File: src/rtl/stopwatch_pkg.sv
// Shared types and constants for the stopwatch timing core.
package stopwatch_pkg;

    typedef enum logic [1:0] {
        IDLE    = 2'd0,
        RUNNING = 2'd1,
        PAUSED  = 2'd2,
        LAP     = 2'd3
    } sw_state_e;

    localparam logic [3:0] DP_PATTERN = 4'b1011;
    localparam logic [3:0] BCD_MAX    = 4'd9;

    function automatic logic is_counting(sw_state_e s);
        return (s == RUNNING) || (s == LAP);
    endfunction

endpackage

File: src/rtl/stopwatch_if.sv
// Button inputs and display-facing outputs of the stopwatch core.
interface stopwatch_if;
    logic        startStop;
    logic        lapClear;
    logic [15:0] value;
    logic [3:0]  point;
    logic        running;
    logic        overflow;

    modport master (output startStop, lapClear,
                    input  value, point, running, overflow);
    modport slave  (input  startStop, lapClear,
                    output value, point, running, overflow);
endinterface

File: src/rtl/bcd_digit.sv
// One decade counter stage; stages are chained through carryIn/carryOut.
module bcd_digit
    import stopwatch_pkg::*;
(
    input  logic       clock,
    input  logic       reset,
    input  logic       clear,
    input  logic       carryIn,
    output logic [3:0] digit,
    output logic       carryOut
);

    logic [3:0] digit_q, digit_d;

    // Wrapping on >= keeps the digit inside 0-9 even from an illegal value.
    always_comb begin
        digit_d = digit_q;
        if (clear) begin
            digit_d = '0;
        end else if (carryIn) begin
            digit_d = (digit_q >= BCD_MAX) ? 4'd0 : digit_q + 4'd1;
        end
    end

    always_ff @(posedge clock or posedge reset) begin
        if (reset) digit_q <= '0;
        else       digit_q <= digit_d;
    end

    assign digit    = digit_q;
    assign carryOut = carryIn & (digit_q == BCD_MAX);

endmodule

File: src/rtl/stopwatch_core.sv
// SS.hh stopwatch: button conditioning, tick prescaler, control FSM and
// a four-stage BCD ripple counter feeding the display driver.
//
//   state   | meaning
//   IDLE    | cleared, waiting for start
//   RUNNING | counting, display shows live count
//   PAUSED  | count and prescaler frozen
//   LAP     | counting, display frozen on the lap snapshot
module stopwatch_core
    import stopwatch_pkg::*;
#(
    parameter int TICK_DIV  = 1000000,
    parameter int DIV_WIDTH = 20
) (
    input  logic      clock,
    input  logic      reset,
    stopwatch_if.slave bus
);

    localparam logic [DIV_WIDTH-1:0] TICK_LAST = DIV_WIDTH'(TICK_DIV - 1);

    logic [1:0] meta_q, sync_q, prev_q;
    logic [1:0] pulse;
    logic       ss_pulse, lc_pulse;

    sw_state_e  state_q, state_d;
    logic       capture, clear_all;

    logic [DIV_WIDTH-1:0] presc_q, presc_d;
    logic                 counting, tick;

    logic [4:0]  carry;
    logic [15:0] live;
    logic [15:0] snap_q, snap_d;
    logic        overflow_q, overflow_d;
    logic        running_q, running_d;

    // Bit 0 is startStop, bit 1 is lapClear.
    always_ff @(posedge clock or posedge reset) begin
        if (reset) begin
            meta_q <= '0;
            sync_q <= '0;
            prev_q <= '0;
        end else begin
            meta_q <= {bus.lapClear, bus.startStop};
            sync_q <= meta_q;
            prev_q <= sync_q;
        end
    end

    assign pulse    = sync_q & ~prev_q;
    assign ss_pulse = pulse[0];
    assign lc_pulse = pulse[1];

    always_comb begin
        state_d   = state_q;
        capture   = 1'b0;
        clear_all = 1'b0;
        case (state_q)
            IDLE: begin
                if (ss_pulse) state_d = RUNNING;
            end
            RUNNING: begin
                if (ss_pulse) begin
                    state_d = PAUSED;
                end else if (lc_pulse) begin
                    state_d = LAP;
                    capture = 1'b1;
                end
            end
            LAP: begin
                if (ss_pulse)      state_d = PAUSED;
                else if (lc_pulse) state_d = RUNNING;
            end
            PAUSED: begin
                if (ss_pulse) begin
                    state_d = RUNNING;
                end else if (lc_pulse) begin
                    state_d   = IDLE;
                    clear_all = 1'b1;
                end
            end
            default: state_d = IDLE;
        endcase
    end

    assign counting = is_counting(state_q);
    assign tick     = counting && (presc_q == TICK_LAST);

    always_comb begin
        presc_d = presc_q;
        if (clear_all)     presc_d = '0;
        else if (tick)     presc_d = '0;
        else if (counting) presc_d = presc_q + DIV_WIDTH'(1);
    end

    assign carry[0] = tick;

    for (genvar i = 0; i < 4; i++) begin : g_digit
        bcd_digit u_digit (
            .clock    (clock),
            .reset    (reset),
            .clear    (clear_all),
            .carryIn  (carry[i]),
            .digit    (live[4*i +: 4]),
            .carryOut (carry[i+1])
        );
    end

    // Snapshot takes the pre-tick count when a tick lands on the capture cycle.
    always_comb begin
        snap_d = snap_q;
        if (clear_all)    snap_d = '0;
        else if (capture) snap_d = live;
    end

    assign overflow_d = clear_all ? 1'b0 : (overflow_q | carry[4]);
    assign running_d  = is_counting(state_d);

    always_ff @(posedge clock or posedge reset) begin
        if (reset) begin
            state_q    <= IDLE;
            presc_q    <= '0;
            snap_q     <= '0;
            overflow_q <= 1'b0;
            running_q  <= 1'b0;
        end else begin
            state_q    <= state_d;
            presc_q    <= presc_d;
            snap_q     <= snap_d;
            overflow_q <= overflow_d;
            running_q  <= running_d;
        end
    end

    assign bus.value    = (state_q == LAP) ? snap_q : live;
    assign bus.point    = DP_PATTERN;
    assign bus.running  = running_q;
    assign bus.overflow = overflow_q;

endmodule

File: src/flat_wrapper.sv
// flat-port wrapper written by rule: the top's interface ports become plain ports
module stopwatch_core_flat import stopwatch_pkg::*;
#(
    parameter int TICK_DIV  = 1000000,
    parameter int DIV_WIDTH = 20
)
  (clock, reset, bus_startStop, bus_lapClear, bus_value, bus_point, bus_running, bus_overflow);
  stopwatch_if bus_i ();
  input  logic clock;
  input  logic reset;
  input wire logic [$bits(bus_i.startStop)-1:0] bus_startStop;
  input wire logic [$bits(bus_i.lapClear)-1:0] bus_lapClear;
  output wire logic [$bits(bus_i.value)-1:0] bus_value;
  output wire logic [$bits(bus_i.point)-1:0] bus_point;
  output wire logic [$bits(bus_i.running)-1:0] bus_running;
  output wire logic [$bits(bus_i.overflow)-1:0] bus_overflow;
  assign bus_i.startStop = bus_startStop;
  assign bus_i.lapClear = bus_lapClear;
  assign bus_value = bus_i.value;
  assign bus_point = bus_i.point;
  assign bus_running = bus_i.running;
  assign bus_overflow = bus_i.overflow;
  stopwatch_core #(.TICK_DIV(TICK_DIV), .DIV_WIDTH(DIV_WIDTH)) u_core (.clock(clock), .reset(reset), .bus(bus_i));
endmodule
File: config.mk
export PLATFORM = sky130hd
export DESIGN_NAME = stopwatch_core_flat
export DESIGN_NICKNAME = d
export VERILOG_FILES = /design/src/rtl/stopwatch_pkg.sv /design/src/rtl/stopwatch_if.sv /design/src/rtl/bcd_digit.sv /design/src/rtl/stopwatch_core.sv /design/src/flat_wrapper.sv
export SDC_FILE = /design/constraint.sdc
export NUM_CORES = 1
export LEC_CHECK = 0
export ABC_AREA = 1
export ABC_CLOCK_PERIOD_IN_PS = 3650
export CAP_MARGIN = 20
export CORE_ASPECT_RATIO = 0.5
export CORE_MARGIN = 3
export CORE_UTILIZATION = 57
export DETAILED_ROUTE_END_ITERATION = 10
export HOLD_SLACK_MARGIN = 0.02
export PLACE_DENSITY = 0.76
export SLEW_MARGIN = 10
export SYNTH_ARGS = -nofsm -noshare
export SYNTH_HDL_FRONTEND = slang
export SYNTH_SLANG_ARGS = --single-unit
File: constraint.sdc
create_clock -name clock -period 3.65 [get_ports clock]
set_input_delay 0.73 -clock clock [delete_from_list [all_inputs] [get_ports clock]]
set_output_delay 0.73 -clock clock [all_outputs]
set_load 0.01 [all_outputs]
### After elaboration in Yosys (flattened, before gate mapping)

Cells that the tools add are included.

* add/subtract/negate cells: 5
* order comparisons: 4
* eq/ne operators: 10
* muxes and demuxes: 31
* bitwise operators: 7
* reductions and logical operators: 10

Operators with widths (count)
* 2-to-1 mux 20 bit: 3
* 2-to-1 mux 16 bit: 3
* 2-to-1 mux 4 bit: 12
* adder 20 x 1 -> 20 bit, second input constant: 1
* equality test 20 bit, second input constant: 1
* adder 4 x 1 -> 4 bit, second input constant: 4
* equality test 4 bit, second input constant: 4
* greater-or-equal comparator 4 bit, second input constant: 4
* 2-to-1 mux 2 bit: 7
* nonzero test 2 bit: 5
* one-hot mux 2 bit (4 select lines): 1
* equality test 2 bit, second input constant: 3
* 2-to-1 mux 1 bit: 5
* bitwise AND 1 bit: 4
* equality test 2 x 1 -> 1 bit, second input constant: 2
* nonzero test 3 bit: 1
* bitwise AND 2 bit: 1
* logical NOT 2 bit: 1
* logical OR 1 bit: 2
* NOT 2 bit: 1
* logical AND 1 bit: 1
* OR 1 bit: 1

* register bits: 62
* input port bits: 4
* output and inout port bits: 22
* word-level logic and storage cells: 79

### Logic depth before layout (Yosys ltp)

* depth in word-level cells: 9
* depth in mapped cells: 10
* depth with buffers taken out: 10

### By module

A second synthesis with hierarchy kept.

* cell total of the unflattened synthesis: 470
* area, all modules: 3609.7 sq um

By module, submodules not included
* stopwatch_core: times used 1, cells an instance 334, area each 2563.7 sq um, sequential area each 1151.1 sq um
* bcd_digit: times used 4, cells an instance 34, area each 261.5 sq um, sequential area each 100.1 sq um

### Worst setup path after synthesis

Ideal clock, no wire load.

* kind: register -> output
* start: reg u_core.state_q[1]
* end: out bus_value[10]
* arrival: 1.031 ns
* data required time: 2.920 ns
* setup slack: 1.889 ns
* stages on the path, launching flop included: 5
* buffers on the path: 1
* cells stage by stage: dfrtp_1 -> nand2_1 -> clkbuf_1 -> nand2_1 -> o21ai_0

* longest elaborated chain between the ends: 2

Ends and longest elaborated chain
* start: declaration: RTL line stopwatch_core.sv:26 `sw_state_e state_q, state_d;`
* start signal: assignment: RTL line stopwatch_core.sv:128 `state_q <= state_d;`
* equality test 2 bit: RTL line stopwatch_core.sv:136 `assign bus.value = (state_q == LAP) ? snap_q : live;`
* 2-to-1 mux 16 bit: RTL line stopwatch_core.sv:136
* end: declaration: RTL line flat_wrapper.sv:13 `output wire logic [$bits(bus_i.value)-1:0] bus_value;`

Every way passes these cells.

### Worst setup path after layout

* start: reg u_core.state_q[1]
* end: out bus_value[14]

The elaborated chain is that of the path after synthesis.

==> qor.txt <==
Number of top-level design ports: 26
Maximum number of pins on one net before global-route repair: 40
Multiplexer fraction of the synthesized cell area: 0%
Int Power: 1.28 mW
Vias per cell: 5.31
Leakage power total: 1.80 nW
Sort of element at the start of the critical path: flop
Combined flip-flop and latch cell area: 1550 sq um
Clock insertion delay at the later pin of the skew report: 330 ps
Number of nets at the end of the flow: 459
Final setup skew: 5.37 ps
Router iterations before antenna repair: 6
Routability Congestion: 0.848
Synthesized area divided by synthesized cell count: 8.21 sq um
Yosys warns: 0
Worst slack at placement: 957 ps
Drt drc: 0
Number of hold-slack violations in the final timing report: 0
CP required: 2920 ps
Main synth FF type: dfrtp_1
Startpoint of the worst setup timing path: u_core.state_q[1]$_DFF_PP0_
IR Drop Worst-Case VDD: 0.280 mV
Initial antenna violation count: 0
Dominant cell type by area after synthesis: dfrtp_1
Total power: 1.74 mW
Global route overflow: 0
Number of CTS-inserted buffers: 9
Height of the die: 61.0 um
Delay of the slowest cell on the worst path: 600 ps
Final critical-path setup slack: 589 ps
Min-Delay Startpoint: u_core.meta_q[1]$_DFF_PP0_
Vias in the first global route: 2652
Share of cells above drive strength 1: 10.8%
Site Rows: 19
Xor/xnor share of the synthesized area: 2.80%
Routed via count: 2754
Worst Setup End Kind: primary output
Worst-margin pin slew: 905 ps
Starting Density: 60.8%
Top cells by area, synth: dfrtp_1 45%, nand2_1 8.3%, inv_1 6.9%
Category of the critical setup timing path: flop to primary output
Number of DRC markers after the initial detailed-route iteration: 194
Unique masters post-synth: 35
Seq/Total Area, Yosys: 45.1%
Result of the run: finished clean
Switching portion of total power: 26.2%
Final worst hold slack: 343 ps
Fraction of the mapped netlist area in compound gates: 10.3%
Post-layout instance area: 3970 sq um
PostCTS Resize Cnt: 0
P&R area growth vs syn: 15.3%
Detailed placement HPWL: 4710 um
Clock share of power: 44.2%
Unrepaired setup endpoints after global routing: false
Final setup viols: 0
Global router's overall resource usage: 22.1%
CP max stage cell: clkdlybuf4s50_1
Clock tree sinks: 62
Die Wd: 116 um
# H-tree levels: 3
Total of buffers placed on input and output ports: 21
Largest family of logic cells by synthesized area: simple AND/OR/NAND/NOR gates
Setup tns final: 0 ps
Flip-flop and latch count after synthesis: 62
Number of inserted filler cells in the final layout: 452
Post-route fraction of the period consumed by the critical path: 83.9%
Classification of the worst-slack hold path: flop to flop
Data arrival time of the critical path: 2330 ps
Max Root-Sink Buffers: 2
Placed Instances: 504
Net switching power: 0.456 mW
Fin util: 70.1%
Cell at the root of the clock tree: clkbuf_16
Fraction of registers with async set/reset: 100%
Instance area at placement: 3700 sq um
Most frequent standard cell in the layout excluding fill and tap cells: nand2_1
Count of mapped cells out of synthesis: 419
Worst relative slew slack: 39.5%
DR WL/cell: 13.4 um
Final Critical Period: 3060 ps
Number of cells in the finished layout apart from fillers: 519
Simple-gate share of the synthesized area: 27.3%
Post-synthesis cell area: 3440 sq um
Yosys top cell area share: 45.1%
Total wirelength of the detailed-routed design: 6940 um
Clock transition at the registers of the reported paths: 50 ps
TritonCTS clock tree: built
CTS Hold Buffers Added: 0
Most frequent cells in the layout: 76 x nand2_1, 62 x inv_1, 62 x dfrtp_1, 36 x nor2_1, 32 x nand3_1
Post-synthesis share of cell area spent on full adders, half adders and majority gates: 4.73%
Critical R2R Launch: u_core.g_digit[0].u_digit.digit[1]$_DFFE_PP0P_
Total Die Area: 7060 sq um
Max-slew violation total from the final report: 0
Ordered list of cells on the worst path: nand2_1 -> o21ai_0 -> clkdlybuf4s50_1
Post-CTS Setup Repair Bufs: 0
Comb power frac: 11.1%
Placeable core region: 5660 sq um
Sequential group share of total power: 44.6%
Achievable Freq: 327 MHz
Wire length of the first global-routing pass: 11900 um
Max Fanout on Critical Path: 32
Count of antenna diodes in the layout: 0
Area of combinational cells with multiple inputs: 1570 sq um
Post-synth EDFFs: 0
P per Cell Area: 438 nW/um^2
Count of nets left with antenna violations after detail routing: 0
Max-cap violations: 0
## worst max-delay path, delay by kind of cell (launching register included)
kind	cells	cell delay, ps
buf+inv	1	600
compound gates	1	400
flops	1	430
simple gates	1	570
## kinds of logic (layout without fill, tap and decap cells)
logic type / after synthesis / in the layout
compound gates: 63 / 63
other cells: 2 / 4
simple gates: 187 / 187
buf+inv: 81 / 106
flops: 62 / 62
fa+ha+maj: 13 / 13
xor+xnor: 11 / 11
## final cells by class
| class | instances | area share (%) |
|---|---|---|
| timing repair buffer | 22 | 5.80 |
| clock buffer | 14 | 6.65 |
| tap | 73 | 2.30 |
| inverter | 69 | 6.53 |
| multi-input combinational | 278 | 39.5 |
| sequential | 62 | 39.1 |
| clock inverter | 1 | 0.126 |
## path summary, 6_finish.rpt
| check | slack (ps) | end | cells after the start |
|---|---|---|---|
| worst max-delay path | 590 | bus_value[14] | 3 |
| worst min-delay path | 340 | u_core.sync_q[1]$_DFF_PP0_ | 0 |
| worst max register to register | 1830 | u_core.g_digit[3].u_digit.digit[1]$_DFFE_PP0P_ | 9 |
| worst min register to register | 340 | u_core.sync_q[1]$_DFF_PP0_ | 0 |
| max in group asynchronous | 2300 | u_core.snap_q[15]$_DFFE_PP0P_ | 3 |
| min in group asynchronous | 770 | u_core.presc_q[2]$_DFFE_PP0P_ | 2 |
## cells in the mapped netlist, types with 2 or more instances
cell type   n
a21oi_1    10
a31oi_1     3
buf_4       7
clkbuf_1    4
conb_1      2
dfrtp_1    62
ha_1       13
inv_1      63
inv_2       6
nand2_1    76
nand2_2     5
nand3_1    32
nand3_2     3
nand4_1     7
nand4_4     2
nor2_1     36
nor2_2      7
nor2_4      2
nor3_1      5
nor3_2      3
nor3b_1     3
o21ai_0    27
o21ai_1     2
o21ai_2     2
o22ai_1    18
xnor2_1     2
xor2_1      9
## flip-flops by register name (all words and copies together) (netlist names)
| name | count |
|---|---|
| u_core.bus.running | 1 |
| u_core.presc_q | 20 |
| u_core.prev_q | 2 |
| u_core.meta_q | 2 |
| u_core.bus.overflow | 1 |
| u_core.g_digit.u_digit.digit | 16 |
| u_core.snap_q | 16 |
| u_core.sync_q | 2 |
| u_core.state_q | 2 |
## per-layer routing
metal  vias up  wire (um)  track usage (%)
li1       1389          -                -
met1      1306       3260             27.6
met2        51       3270             37.0
met3         8        312             6.67
met4         0         93             8.43
met5         -          0                0
## power groups by stage
stage               Sequential, mW  Clock (mW)  Combinational (mW)
floorplan                    0.779           0               0.155
global placement             0.783           0               0.182
detailed placement           0.786           0               0.187
CTS                          0.776       0.786               0.195
global route                 0.784       0.814               0.225
finish                       0.776       0.768               0.194
Note: power is estimated with default switching activity, not from simulation.
